===== src/rtl/fbs_pkg.sv =====
// Shared types and helpers for the triple-buffer frame scheduler.
// No logic of its own; the buffer-index function is purely combinational.
// No flow control here.
package fbs_pkg;

    localparam int NUM_BUF = 3;
    localparam int IDX_W   = 2;
    localparam int CNT_W   = 4;

    typedef logic [IDX_W-1:0] idx_t;
    typedef logic [CNT_W-1:0] cnt_t;

    typedef enum logic [1:0] {
        ST_IDLE  = 2'd0,
        ST_ALIGN = 2'd1,
        ST_RUN   = 2'd2
    } state_e;

    // Lowest buffer index that is neither a nor b. With a == b this is the lowest index != a.
    function automatic idx_t third_idx(input idx_t a, input idx_t b);
        idx_t r;
        r = '0;
        for (int i = NUM_BUF - 1; i >= 0; i--) begin
            if ((idx_t'(i) != a) && (idx_t'(i) != b)) begin
                r = idx_t'(i);
            end
        end
        return r;
    endfunction

endpackage


===== src/rtl/fbs_sync_edge.sv =====
// Two-flop synchroniser for an async vsync plus a registered pulse on its asserting edge.
// Latency: pulse appears 3 clock cycles after the async edge, one cycle wide.
// No backpressure: every asserting edge yields exactly one pulse.
module fbs_sync_edge
#(
    parameter bit POL = 1'b1
)
(
    input  logic sclk,
    input  logic s_rst_n,
    input  logic async_i,
    output logic edge_o
);

    localparam logic IDLE_LVL = !POL;

    logic meta_q;
    logic sync_q;
    logic dly_q;
    logic edge_q;

    // Synchronise, delay one more cycle, and flag the transition into the active level.
    always_ff @(posedge sclk or negedge s_rst_n) begin
        if (!s_rst_n) begin
            meta_q <= IDLE_LVL;
            sync_q <= IDLE_LVL;
            dly_q  <= IDLE_LVL;
            edge_q <= 1'b0;
        end else begin
            meta_q <= async_i;
            sync_q <= meta_q;
            dly_q  <= sync_q;
            edge_q <= (sync_q == POL) && (dly_q != POL);
        end
    end

    assign edge_o = edge_q;

endmodule


===== src/rtl/frame_buf_sched.sv =====
// Triple-buffer scheduler: camera writes and TFT reads always target different buffers.
// Latency: address/load change 4 sclk cycles after an async vsync edge; load pulse LOAD_CYC wide.
// No backpressure: unread frames are dropped, missing frames repeat. Stats ports with FBS_STATS_EN.
module frame_buf_sched
    import fbs_pkg::*;
#(
    parameter int FRAME_WORDS = 384000,
    parameter int ADDR_W      = 24,
    parameter int LOAD_CYC    = 4,
    parameter bit WR_VS_POL   = 1'b1,
    parameter bit RD_VS_POL   = 1'b0
)
(
    input  logic              sclk,
    input  logic              s_rst_n,
    input  logic              init_done,
    input  logic              cam_vsync,
    input  logic              tft_vs,
    output logic [ADDR_W-1:0] wr_addr,
    output logic [ADDR_W-1:0] wr_max_addr,
    output logic              wr_load,
    output logic [ADDR_W-1:0] rd_addr,
    output logic [ADDR_W-1:0] rd_max_addr,
    output logic              rd_load,
    output logic              rd_valid
`ifdef FBS_STATS_EN
    ,
    output logic [15:0]       drop_cnt,
    output logic [15:0]       rep_cnt
`endif
);

    localparam logic [ADDR_W-1:0] FW_A    = ADDR_W'(FRAME_WORDS);
    localparam cnt_t              LOAD_V  = cnt_t'(LOAD_CYC);
    localparam idx_t              WR_RST  = idx_t'(0);
    localparam idx_t              RD_RST  = idx_t'(2);

    function automatic logic [ADDR_W-1:0] base_of(input idx_t idx);
        return ADDR_W'(idx) * FW_A;
    endfunction

    logic wr_bnd;
    logic rd_bnd;

    fbs_sync_edge #(.POL(WR_VS_POL)) u_wr_sync (
        .sclk    (sclk),
        .s_rst_n (s_rst_n),
        .async_i (cam_vsync),
        .edge_o  (wr_bnd)
    );

    fbs_sync_edge #(.POL(RD_VS_POL)) u_rd_sync (
        .sclk    (sclk),
        .s_rst_n (s_rst_n),
        .async_i (tft_vs),
        .edge_o  (rd_bnd)
    );

    state_e            state_q,    state_d;
    idx_t              wr_idx_q,   wr_idx_d;
    idx_t              rd_idx_q,   rd_idx_d;
    idx_t              rdy_idx_q,  rdy_idx_d;
    logic              rdy_vld_q,  rdy_vld_d;
    logic              rd_valid_q, rd_valid_d;
    cnt_t              wr_cnt_q,   wr_cnt_d;
    cnt_t              rd_cnt_q,   rd_cnt_d;
    logic [ADDR_W-1:0] wr_addr_q,  wr_addr_d;
    logic [ADDR_W-1:0] wr_max_q,   wr_max_d;
    logic [ADDR_W-1:0] rd_addr_q,  rd_addr_d;
    logic [ADDR_W-1:0] rd_max_q,   rd_max_d;
`ifdef FBS_STATS_EN
    logic [15:0]       drop_q,     drop_d;
    logic [15:0]       rep_q,      rep_d;
`endif

    // State, buffer indices, load counters and registered addresses.
    always_ff @(posedge sclk or negedge s_rst_n) begin
        if (!s_rst_n) begin
            state_q    <= ST_IDLE;
            wr_idx_q   <= WR_RST;
            rd_idx_q   <= RD_RST;
            rdy_idx_q  <= '0;
            rdy_vld_q  <= 1'b0;
            rd_valid_q <= 1'b0;
            wr_cnt_q   <= LOAD_V;
            rd_cnt_q   <= LOAD_V;
            wr_addr_q  <= base_of(WR_RST);
            wr_max_q   <= base_of(WR_RST) + FW_A;
            rd_addr_q  <= base_of(RD_RST);
            rd_max_q   <= base_of(RD_RST) + FW_A;
`ifdef FBS_STATS_EN
            drop_q     <= '0;
            rep_q      <= '0;
`endif
        end else begin
            state_q    <= state_d;
            wr_idx_q   <= wr_idx_d;
            rd_idx_q   <= rd_idx_d;
            rdy_idx_q  <= rdy_idx_d;
            rdy_vld_q  <= rdy_vld_d;
            rd_valid_q <= rd_valid_d;
            wr_cnt_q   <= wr_cnt_d;
            rd_cnt_q   <= rd_cnt_d;
            wr_addr_q  <= wr_addr_d;
            wr_max_q   <= wr_max_d;
            rd_addr_q  <= rd_addr_d;
            rd_max_q   <= rd_max_d;
`ifdef FBS_STATS_EN
            drop_q     <= drop_d;
            rep_q      <= rep_d;
`endif
        end
    end

    // Next-state: buffer rotation on vsync boundaries, load pulse timing, abort on init_done loss.
    always_comb begin
        state_d    = state_q;
        wr_idx_d   = wr_idx_q;
        rd_idx_d   = rd_idx_q;
        rdy_idx_d  = rdy_idx_q;
        rdy_vld_d  = rdy_vld_q;
        rd_valid_d = rd_valid_q;
        wr_cnt_d   = (wr_cnt_q != '0) ? wr_cnt_q - cnt_t'(1) : '0;
        rd_cnt_d   = (rd_cnt_q != '0) ? rd_cnt_q - cnt_t'(1) : '0;
`ifdef FBS_STATS_EN
        drop_d     = drop_q;
        rep_d      = rep_q;
`endif

        unique case (state_q)
            ST_IDLE: begin
                wr_cnt_d = LOAD_V;
                rd_cnt_d = LOAD_V;
`ifdef FBS_STATS_EN
                drop_d   = '0;
                rep_d    = '0;
`endif
                if (init_done) begin
                    state_d = ST_ALIGN;
                end
            end
            // Read boundaries are ignored until the writer is aligned to a frame start.
            ST_ALIGN: begin
                if (wr_bnd) begin
                    wr_idx_d = WR_RST;
                    wr_cnt_d = LOAD_V;
                    state_d  = ST_RUN;
                end
            end
            ST_RUN: begin
                if (wr_bnd) begin
                    wr_cnt_d = LOAD_V;
`ifdef FBS_STATS_EN
                    if (rdy_vld_q && (drop_q != 16'hFFFF)) drop_d = drop_q + 16'd1;
`endif
                    if (rd_bnd) begin
                        // Reader takes the frame that just completed.
                        rd_idx_d   = wr_idx_q;
                        wr_idx_d   = third_idx(wr_idx_q, wr_idx_q);
                        rdy_vld_d  = 1'b0;
                        rd_valid_d = 1'b1;
                        rd_cnt_d   = LOAD_V;
                    end else begin
                        rdy_idx_d  = wr_idx_q;
                        rdy_vld_d  = 1'b1;
                        wr_idx_d   = third_idx(wr_idx_q, rd_idx_q);
                    end
                end else if (rd_bnd) begin
                    rd_cnt_d = LOAD_V;
                    if (rdy_vld_q) begin
                        rd_idx_d   = rdy_idx_q;
                        rdy_vld_d  = 1'b0;
                        rd_valid_d = 1'b1;
                    end else begin
`ifdef FBS_STATS_EN
                        if (rep_q != 16'hFFFF) rep_d = rep_q + 16'd1;
`endif
                    end
                end
            end
            default: begin
                state_d = ST_IDLE;
            end
        endcase

        if (!init_done) begin
            state_d    = ST_IDLE;
            wr_idx_d   = WR_RST;
            rd_idx_d   = RD_RST;
            rdy_vld_d  = 1'b0;
            rd_valid_d = 1'b0;
            wr_cnt_d   = LOAD_V;
            rd_cnt_d   = LOAD_V;
`ifdef FBS_STATS_EN
            drop_d     = '0;
            rep_d      = '0;
`endif
        end

        wr_addr_d = base_of(wr_idx_d);
        wr_max_d  = base_of(wr_idx_d) + FW_A;
        rd_addr_d = base_of(rd_idx_d);
        rd_max_d  = base_of(rd_idx_d) + FW_A;
    end

    // Writer, reader and pending slot must always name three distinct buffers.
    assert property (@(posedge sclk) disable iff (!s_rst_n)
        (wr_idx_q != rd_idx_q) &&
        (!rdy_vld_q || ((rdy_idx_q != wr_idx_q) && (rdy_idx_q != rd_idx_q))));

    assign wr_addr     = wr_addr_q;
    assign wr_max_addr = wr_max_q;
    assign wr_load     = (wr_cnt_q != '0);
    assign rd_addr     = rd_addr_q;
    assign rd_max_addr = rd_max_q;
    assign rd_load     = (rd_cnt_q != '0);
    assign rd_valid    = rd_valid_q;
`ifdef FBS_STATS_EN
    assign drop_cnt    = drop_q;
    assign rep_cnt     = rep_q;
`endif

endmodule


===== config.mk =====
export PLATFORM = sky130hd
export DESIGN_NAME = frame_buf_sched
export DESIGN_NICKNAME = d
export VERILOG_FILES = /design/src/rtl/fbs_pkg.sv /design/src/rtl/fbs_sync_edge.sv /design/src/rtl/frame_buf_sched.sv
export SDC_FILE = /design/constraint.sdc
export NUM_CORES = 1
export LEC_CHECK = 0
export CAP_MARGIN = 40
export CORE_AREA = 2 2 79 81
export CTS_CLUSTER_DIAMETER = 150
export CTS_CLUSTER_SIZE = 16
export DETAILED_ROUTE_END_ITERATION = 10
export DIE_AREA = 0 0 81 83
export GPL_TIMING_DRIVEN = 0
export HOLD_SLACK_MARGIN = 0.05
export PLACE_DENSITY = 0.84
export SYNTH_ARGS = -nofsm -noshare
export SYNTH_HDL_FRONTEND = slang
export SYNTH_HIERARCHICAL = 1
export SYNTH_SLANG_ARGS = --single-unit

===== constraint.sdc =====
create_clock -name sclk -period 4.89 [get_ports sclk]
set_input_delay 0.978 -clock sclk [delete_from_list [all_inputs] [get_ports sclk]]
set_output_delay 0.978 -clock sclk [all_outputs]
set_load 0.05 [all_outputs]

==> impl_metrics.py, run 1 <==
metrics = {
    "yosys": {
        "synthTopCellsByArea": "dfrtp_1, buf_4, dfstp_2, ha_1, inv_1",
        "yosys_warnings": 6,
        "synthXorXnorAreaFrac_pct": 2.56,
        "synth_top_family_by_area": "buffers and inverters",
        "synthCells": 243,
        "synthAdderAreaFrac_pct": 8.24,
        "yosys.area.top_type": "dfrtp_1",
        "yosysUniqueCellTypes": 38,
        "synth-seq-area-share_pct": 49.4,
        "yosys.area_share.simple_pct": 7.92,
        "yosys.area.top_type_share_pct": 32.1,
        "avgSynthCellArea_um2": 11.2,
        "synthMuxAreaShare_pct": 0.824,
        "ys_seq_elements": 53,
        "synth_compound_gate_area_share_pct": 8.52,
        "synth_area_um2": 2730,
    },
    "clocking": {
        "clk_pin_slew_ns": 0.09,
        "clock_latency_ns": 0.30,
        "cts_hold_buffers": 0,
        "clk_path_buf_depth": 2,
        "postCtsSetupBuffers": 0,
        "clock-sinks": 53,
        "cts_htree_levels": 2,
        "clock-root-buffer": "clkbuf_8",
        "post_cts_resized": 0,
        "cts_tree": "built",
        "cts_buffers": 5,
    },
    "timing": {
        "hold_violations": 0,
        "fmax_mhz": 318,
        "post-route-min-period_ns": 3.14,
        "worstMarginPinSlew_ns": 0.722,
        "report.final.slew_viol_count": 0,
        "setup_viol": 0,
        "rsz0062_at_grt": "no",
        "clock_skew_ns": 0.00560,
        "setup_tns_ns": 0,
        "max-slew-margin-rel_pct": 51.9,
        "period_share_pct": 64.3,
    },
    "setup_path": {
        "worst-path-stages": 4,
        "crit_type": "register to output port",
        "crit_required_ns": 3.91,
        "crit_path_max_incr_delay_ns": 0.72,
        "path_cells": "inv_1 -> ha_1 -> or3b_2 -> clkdlybuf4s50_1",
        "crit_family": "buffers and inverters",
        "crit_buf_inv": 2,
        "critPathCaptureType": "output port",
        "worstPathMaxFanout": 3,
        "reg2regPathDepth": 8,
        "arrival_ns": 2.17,
        "start_kind": "register",
        "slowest_stage": "clkdlybuf4s50_1",
    },
    "die": {
        "row_count": 28,
        "fp.coreArea_um2": 5820,
        "start_util_pct": 47.0,
        "die_w_um": 81,
        "dieArea_um2": 6720,
        "die-height_um": 83,
        "io_pins": 104,
    },
    "route": {
        "first_pass_iters": 4,
        "via_per_inst": 4.14,
        "routedWlPerCell_um": 10.2,
        "vias": 1777,
        "drc": 0,
        "finalWirelength_um": 4390,
        "drt.antenna.violating_nets": 0,
        "drt-initial-drc-count": 70,
    },
    "global_route": {
        "grt_use_met2_pct": 23.1,
        "grt_max_degree": 33,
        "gr-usage-met3_pct": 4.02,
        "antenna_found_initial": 0,
        "grt_overflow": 0,
        "grt_usage_pct": 12.9,
        "use_met1_pct": 13.7,
        "grt_pass1_vias": 1623,
        "grt_pass1_wl_um": 6890,
        "busiest_layer": "met2",
    },
    "cells_and_area": {
        "fin_nets": 376,
        "final_common_cell": "buf_4",
        "multi_input_area_um2": 955,
        "layoutNonFillerInstCount": 429,
        "fillers": 495,
        "drive_above_1_share_pct": 31.1,
        "seq_area_um2": 1350,
        "final_cell_mix": "buf_4, clkdlybuf4s50_1, conb_1",
        "syn2layout_area_growth_pct": 34.7,
        "diodes": 0,
    },
    "power": {
        "p_leak_uw": 0.00185,
        "peakVddDrop_uv": 142,
        "power.density_nw_per_um2": 302,
    },
    "status": {
        "outcome": "finished clean",
    },
    "placed_design": {
        "portBuffers": 53,
        "dp.cells": 421,
        "dp_hpwl_um": 3450,
        "routabilityCongestion": 0.801,
    },
    "min_path": {
        "hp-class": "register to register",
        "min_delay_path_depth": 0,
    },
    "flow_run": {
        "maxCapViolations": 0,
    },
}
## sequential cells by signal (all words and copies together), names as in the netlist, 2 cells and up
| signal | count |
|---|---|
| rd_idx_q | 2 |
| state_q | 2 |
| wr_addr | 6 |
| wr_idx_q | 2 |
| rd_max_addr | 8 |
| rd_cnt_q | 4 |
| wr_max_addr | 8 |
| wr_cnt_q | 4 |
| rd_addr | 5 |
| rdy_idx_q | 2 |
## synthesized netlist by cell type
cell type  instances
o2111ai_1          2
dfrtp_1           35
inv_1             19
or3b_2             2
o21a_1             2
nor2b_4            2
nor4_2             1
nor3b_1            1
a21boi_0           2
o221ai_1           2
o211a_1            2
nor3_1             3
nand3b_1           1
mux2_2             2
a311o_1            2
a31oi_1            1
conb_1             1
o211ai_1           2
nor4b_2            1
dfstp_2           18
ha_1              18
nor2b_1            1
xnor2_1            8
o21ai_0            6
or3b_1             1
a211oi_2           1
buf_6              1
or3_1              1
a31o_2             2
o221a_2            1
nand3_1            1
a21oi_1            7
nand2b_1           2
clkbuf_1           2
nand2_1            7
buf_2              1
nor2_1            13
buf_4             69
## path summary, 6_finish.rpt
kind / start / endpoint / slack [ns]
setup / recovery: wr_cnt_q[0] / wr_load / 1.75
hold / removal: u_rd_sync/meta_q / u_rd_sync/sync_q / 0.36
min in group asynchronous: s_rst_n / rdy_vld_q / 0.73
max in group asynchronous: s_rst_n / rd_idx_q[1] / 3.53
setup reg to reg: state_q[0] / wr_max_addr[21] / 2.70
hold reg to reg: u_rd_sync/meta_q / u_rd_sync/sync_q / 0.36
## per-stage QoR
step / utilization, % / power, uW / instance area, um2 / setup WS [ns] / hold WS [ns]
6_report: 63.3 / 1110 / 3680 / 1.75 / 0.359
5_1_grt: 63.3 / 1160 / 3680 / 1.67 / 0.365
4_1_cts: 63.3 / 1120 / 3680 / 1.73 / 0.358
3_5_place_dp: 61.3 / 821 / 3560 / 1.88 / 0.344
3_3_place_gp: 60.9 / 811 / 3540 / 1.42 / 0.334
2_1_floorplan: - / 751 / 2920 / 2.72 / 0.331
## worst register-to-register path: stages (launching register included)
cell	delay, ns
dfrtp_1	0.40
inv_1	0.10
ha_1	0.41
nand2b_1	0.13
o21ai_0	0.10
or3_1	0.49
ha_1	0.28
a21oi_1	0.14
nor2_1	0.05
## metal layers
metal / vias to the layer above / part of all wire, %
met5: - / 0
met4: 0 / 1.1
met1: 823 / 39
li1: 888 / -
met2: 61 / 51
met3: 5 / 8.1
## logic make-up (layout without fill, tap and decap cells)
group	count (synthesis)	count (layout)
compound gates	32	32
xor+xnor	8	8
fa+ha+maj	18	18
buf+inv	92	154
flops	53	53
mux	2	2
other cells	1	50
simple gates	37	37
## area by class of cell
type / instances / area share, %
flip-flops and latches: 53 / 36.7
multi-input cells: 147 / 25.9
repair buffers: 54 / 15.0
plain buffers: 73 / 14.7
well taps: 75 / 2.55
clock buffers: 7 / 2.35
inverters: 19 / 1.94
clock inverters: 1 / 0.816
## power breakdown
group / switching, uW / leakage, uW / internal [uW]
combinational: 222 / 0.00113 / 109
clock: 131 / 0.0000585 / 167
sequential: 15.8 / 0.000665 / 467
Power figures use the tool's default switching activity.
==> inputs of run 2 (changes only) <==
Settings changed: CORE_AREA 2 2 79 81 to 2 2 82 84, DIE_AREA 0 0 81 83 to 0 0 84 86, PLACE_DENSITY 0.84 to 0.79.
Clock period 4.89 ns to 3 ns, I/O delays scaled along.
==> run 2 against run 1 <==
- hold slack lost 0.099 ns
- core utilization down 5.3 points
- cell area shrank 1.1%
- via count increased by 0.62%
- die area up 7.5%
- clock-buffer cell count decreased by 1
- clock skew is 0.0016 ns lower
- highest routed layer unchanged
- routed wire length fell by 0.61%
- register-to-register slack got worse by 1.9 ns
==> impl_metrics.py, run 2 (synthesis results as in run 1) <==
metrics = {
    "power": {
        "p_seq_share_pct": 46.4,
        "combPwrFrac_pct": 31.7,
        "pwr-share-clk_pct": 21.9,
        "power.density_nw_per_um2": 465,
        "p_sw_share_pct": 35.1,
        "switching_power_uw": 594,
        "intPower_uw": 1100,
        "peakVddDrop_uv": 242,
        "p_leak_uw": 0.00183,
    },
    "timing": {
        "worstMarginPinSlew_ns": 0.505,
        "setup_viol": 0,
        "report.final.slew_viol_count": 0,
        "period_share_pct": 90.9,
        "hold_violations": 0,
        "clock_skew_ns": 0.00400,
        "layout_setup_ws_ns": 0.273,
        "fmax_mhz": 367,
        "post-route-min-period_ns": 2.73,
        "max-slew-margin-rel_pct": 66.2,
        "rsz0062_at_grt": "no",
    },
    "cells_and_area": {
        "final_common_cell": "buf_4",
        "syn2layout_area_growth_pct": 33.2,
        "final_cell_mix": "buf_4, clkdlybuf4s50_1, conb_1",
        "final_util_pct": 58.0,
        "fillers": 524,
        "diodes": 0,
        "drive_above_1_share_pct": 31.1,
        "layoutNonFillerInstCount": 431,
        "fin_nets": 376,
        "postLayoutCellArea_um2": 3640,
    },
    "clocking": {
        "post_cts_resized": 0,
        "cts_htree_levels": 2,
        "clock-sinks": 53,
        "postCtsSetupBuffers": 0,
        "clk_path_buf_depth": 2,
        "clk_pin_slew_ns": 0.09,
        "cts_tree": "built",
        "cts_buffers": 5,
        "clock-root-buffer": "clkbuf_8",
        "clock_latency_ns": 0.29,
        "cts_hold_buffers": 0,
    },
    "global_route": {
        "grt_pass1_vias": 1619,
        "antenna_found_initial": 0,
        "grt_usage_pct": 12.1,
        "grt_overflow": 0,
        "grt_pass1_wl_um": 7190,
        "grt_max_degree": 33,
    },
    "placed_design": {
        "place_ws_ns": 0.389,
        "routabilityCongestion": 0.796,
        "dp_hpwl_um": 3510,
        "place_area_um2": 3560,
        "dp.cells": 423,
        "portBuffers": 53,
    },
    "route": {
        "finalWirelength_um": 4360,
        "routedWlPerCell_um": 10.1,
        "via_per_inst": 4.15,
        "drt.antenna.violating_nets": 0,
        "drc": 0,
        "vias": 1788,
        "drt-initial-drc-count": 76,
        "first_pass_iters": 4,
    },
    "setup_path": {
        "start_kind": "register",
        "slowest_stage": "clkdlybuf4s50_1",
        "crit_path_max_incr_delay_ns": 0.72,
        "critPathCaptureType": "output port",
        "crit_type": "register to output port",
        "arrival_ns": 2.13,
        "path_cells": "inv_1 -> ha_1 -> or3b_2 -> clkdlybuf4s50_1",
        "crit_required_ns": 2.40,
        "worstPathMaxFanout": 3,
    },
    "die": {
        "dieArea_um2": 7220,
        "die_w_um": 84,
        "start_util_pct": 43.5,
        "fp.coreArea_um2": 6280,
        "row_count": 29,
        "io_pins": 104,
        "die-height_um": 86,
    },
    "status": {
        "outcome": "finished clean",
    },
    "min_path": {
        "hp-class": "primary input to asynchronous set/reset pin",
    },
    "flow_run": {
        "maxCapViolations": 0,
    },
}
[run 2: cell types whose count changed in the layout (fill, tap and decap cells not counted), sizes merged]
cell,change
clkbuf,-1
clkinv,+2
bufinv,-1
[run 2: path summary, 6_finish.rpt]
path,start,to,slack [ns],depth (start not counted)
setup reg to reg,state_q[0],wr_max_addr[21],0.76,8
hold / removal,s_rst_n,u_wr_sync/meta_q,0.26,1
min in group sclk,u_wr_sync/meta_q,u_wr_sync/sync_q,0.35,0
max in group asynchronous,s_rst_n,rd_addr[16],2.14,2
hold reg to reg,u_wr_sync/meta_q,u_wr_sync/sync_q,0.35,0
setup / recovery,wr_cnt_q[0],wr_load,0.27,4
[run 2: worst max-delay path, delay by kind of cell (launching register included)]
family | cells | cell delay (ns)
fa+ha+maj | 1 | 0.17
simple gates | 1 | 0.48
buf+inv | 2 | 0.78
flops | 1 | 0.40
[run 2: final cells by class]
class	count	area (um2)	share of cell area, %
Clock buffer	6	72.6	1.99
Inverter	19	71.3	1.96
Buffer	73	542	14.9
Multi-Input combinational cell	147	955	26.2
Clock inverter	2	10.0	0.275
Sequential cell	53	1350	37.0
Tap cell	77	96.3	2.65
Timing Repair Buffer	54	546	15.0
[run 2: power by group through the flow]
stage               Sequential [uW]  Combinational, uW  Clock [uW]
detailed placement              799                535           0
global route                    791                572         414
floorplan                       845                379           0
global placement                798                525           0
CTS                             786                536         391
finish                          786                536         371
[run 2: through the flow]
step                      hold WS [ns]  TNS (ns)  power (uW)
final                            0.260         0        1690
after CTS                        0.277         0        1710
after floorplan                  0.304         0        1220
after global routing             0.292         0        1780
after global placement           0.336     -5.58        1320
after detailed placement         0.347         0        1330
[run 2: routing by layer]
| layer | routed length (um) | share of wire (%) | track usage [%] | up-vias |
|---|---|---|---|---|
| met5 | 0 | 0 | 0 | - |
| li1 | - | - | - | 889 |
| met3 | 303 | 6.9 | 3.56 | 7 |
| met2 | 2360 | 54 | 22.6 | 64 |
| met1 | 1660 | 38 | 13.5 | 828 |
| met4 | 37 | 0.85 | 3.08 | 0 |
==> inputs of run 3 (changes only) <==
Settings changed: CAP_MARGIN 40 to not set.
==> run 3 against run 2 <==
- hold slack unchanged
- non-clock buffer count is the same
- power did not move
- global-route usage unchanged
- critical path type unchanged
- largest cell class unchanged
- highest routed layer unchanged
==> impl_metrics.py, run 3 (synthesis results as in run 1) <==
metrics = {
    "timing": {
        "report.final.slew_viol_count": 0,
        "period_share_pct": 90.9,
        "max-slew-margin-rel_pct": 66.2,
        "worstMarginPinSlew_ns": 0.505,
        "worst_hold_slack_ns": 0.260,
        "setup_viol": 0,
        "fmax_mhz": 367,
        "post-route-min-period_ns": 2.73,
        "hold_violations": 0,
        "clock_skew_ns": 0.00400,
        "layout_setup_ws_ns": 0.273,
        "rsz0062_at_grt": "no",
    },
    "cells_and_area": {
        "final_cell_mix": "buf_4, clkdlybuf4s50_1, conb_1",
        "diodes": 0,
        "final_common_cell": "buf_4",
        "fin_nets": 376,
        "fillers": 524,
        "final_util_pct": 58.0,
        "syn2layout_area_growth_pct": 33.2,
        "drive_above_1_share_pct": 31.1,
        "multi_input_area_um2": 955,
        "seq_area_um2": 1350,
    },
    "setup_path": {
        "crit_buf_inv": 2,
        "critPathCaptureType": "output port",
        "r2r-start": "state_q[0]",
        "reg2reg_to": "wr_max_addr[21]",
        "crit_family": "buffers and inverters",
        "worst-path-stages": 4,
        "crit_path_max_incr_delay_ns": 0.72,
        "crit_required_ns": 2.40,
        "slowest_stage": "clkdlybuf4s50_1",
        "arrival_ns": 2.13,
        "r2r_setup_slack_ns": 0.76,
        "start_kind": "register",
        "worstPathMaxFanout": 3,
        "reg2regPathDepth": 8,
        "crit_type": "register to output port",
        "path_cells": "inv_1 -> ha_1 -> or3b_2 -> clkdlybuf4s50_1",
    },
    "route": {
        "drt-initial-drc-count": 76,
        "vias": 1788,
        "first_pass_iters": 4,
        "finalWirelength_um": 4360,
        "drt.antenna.violating_nets": 0,
        "drc": 0,
        "routedWlPerCell_um": 10.1,
        "via_per_inst": 4.15,
    },
    "die": {
        "io_pins": 104,
        "dieArea_um2": 7220,
        "die_w_um": 84,
        "fp.coreArea_um2": 6280,
        "row_count": 29,
        "start_util_pct": 43.5,
        "die-height_um": 86,
    },
    "clocking": {
        "clock-root-buffer": "clkbuf_8",
        "clk_pin_slew_ns": 0.09,
        "clock-sinks": 53,
        "cts_htree_levels": 2,
        "cts_hold_buffers": 0,
        "clk_path_buf_depth": 2,
        "clock_latency_ns": 0.29,
        "postCtsSetupBuffers": 0,
        "cts_tree": "built",
        "post_cts_resized": 0,
        "cts_buffers": 5,
    },
    "global_route": {
        "gr-usage-met3_pct": 3.56,
        "grt_use_met2_pct": 22.6,
        "grt_pass1_wl_um": 7190,
        "antenna_found_initial": 0,
        "use_met1_pct": 13.5,
        "grt_max_degree": 33,
        "grt_pass1_vias": 1619,
        "grt_overflow": 0,
        "busiest_layer": "met2",
        "grt_usage_pct": 12.1,
    },
    "placed_design": {
        "dp_hpwl_um": 3510,
        "portBuffers": 53,
        "routabilityCongestion": 0.796,
        "place_ws_ns": 0.389,
    },
    "power": {
        "power.density_nw_per_um2": 465,
        "peakVddDrop_uv": 242,
        "p_leak_uw": 0.00183,
    },
    "status": {
        "outcome": "finished clean",
    },
    "flow_run": {
        "maxCapViolations": 0,
    },
    "min_path": {
        "hp-class": "primary input to asynchronous set/reset pin",
    },
}
-- run 3: final cells by class --
cell class	count	area share (%)
Clock buffer	6	1.99
Clock inverter	2	0.275
Buffer	73	14.9
Multi-Input combinational cell	147	26.2
Timing Repair Buffer	54	15.0
Inverter	19	1.96
Sequential cell	53	37.0
Tap cell	77	2.65
-- run 3: how the worst max path moves through the flow --
stage / start / end
floorplan: state_q[0] / wr_max_addr[21]
global placement: s_rst_n / rd_max_addr[17]
detailed placement: init_done / rd_max_addr[16]
CTS: wr_cnt_q[0] / wr_load
global route: wr_cnt_q[0] / wr_load
finish: wr_cnt_q[0] / wr_load
-- run 3: stage by stage --
step	area [um2]	setup TNS [ns]	instances	power (uW)
after floorplan	2920	0	292	1220
after global placement	3540	-5.58	422	1320
after detailed placement	3560	0	423	1330
after CTS	3640	0	431	1710
after global routing	3640	0	431	1780
final	3640	0	431	1690
-- run 3: power by group --
group	switching [uW]	total [uW]	internal, uW
Sequential	25.0	786	761
Combinational	360	536	175
Clock	209	371	162
Total	594	1690	1100
-- run 3: per-layer routing --
metal  up-vias  share of wire, %
met5         -                 0
met4         0              0.85
met3         7               6.9
met2        64                54
met1       828                38
li1        889                 -
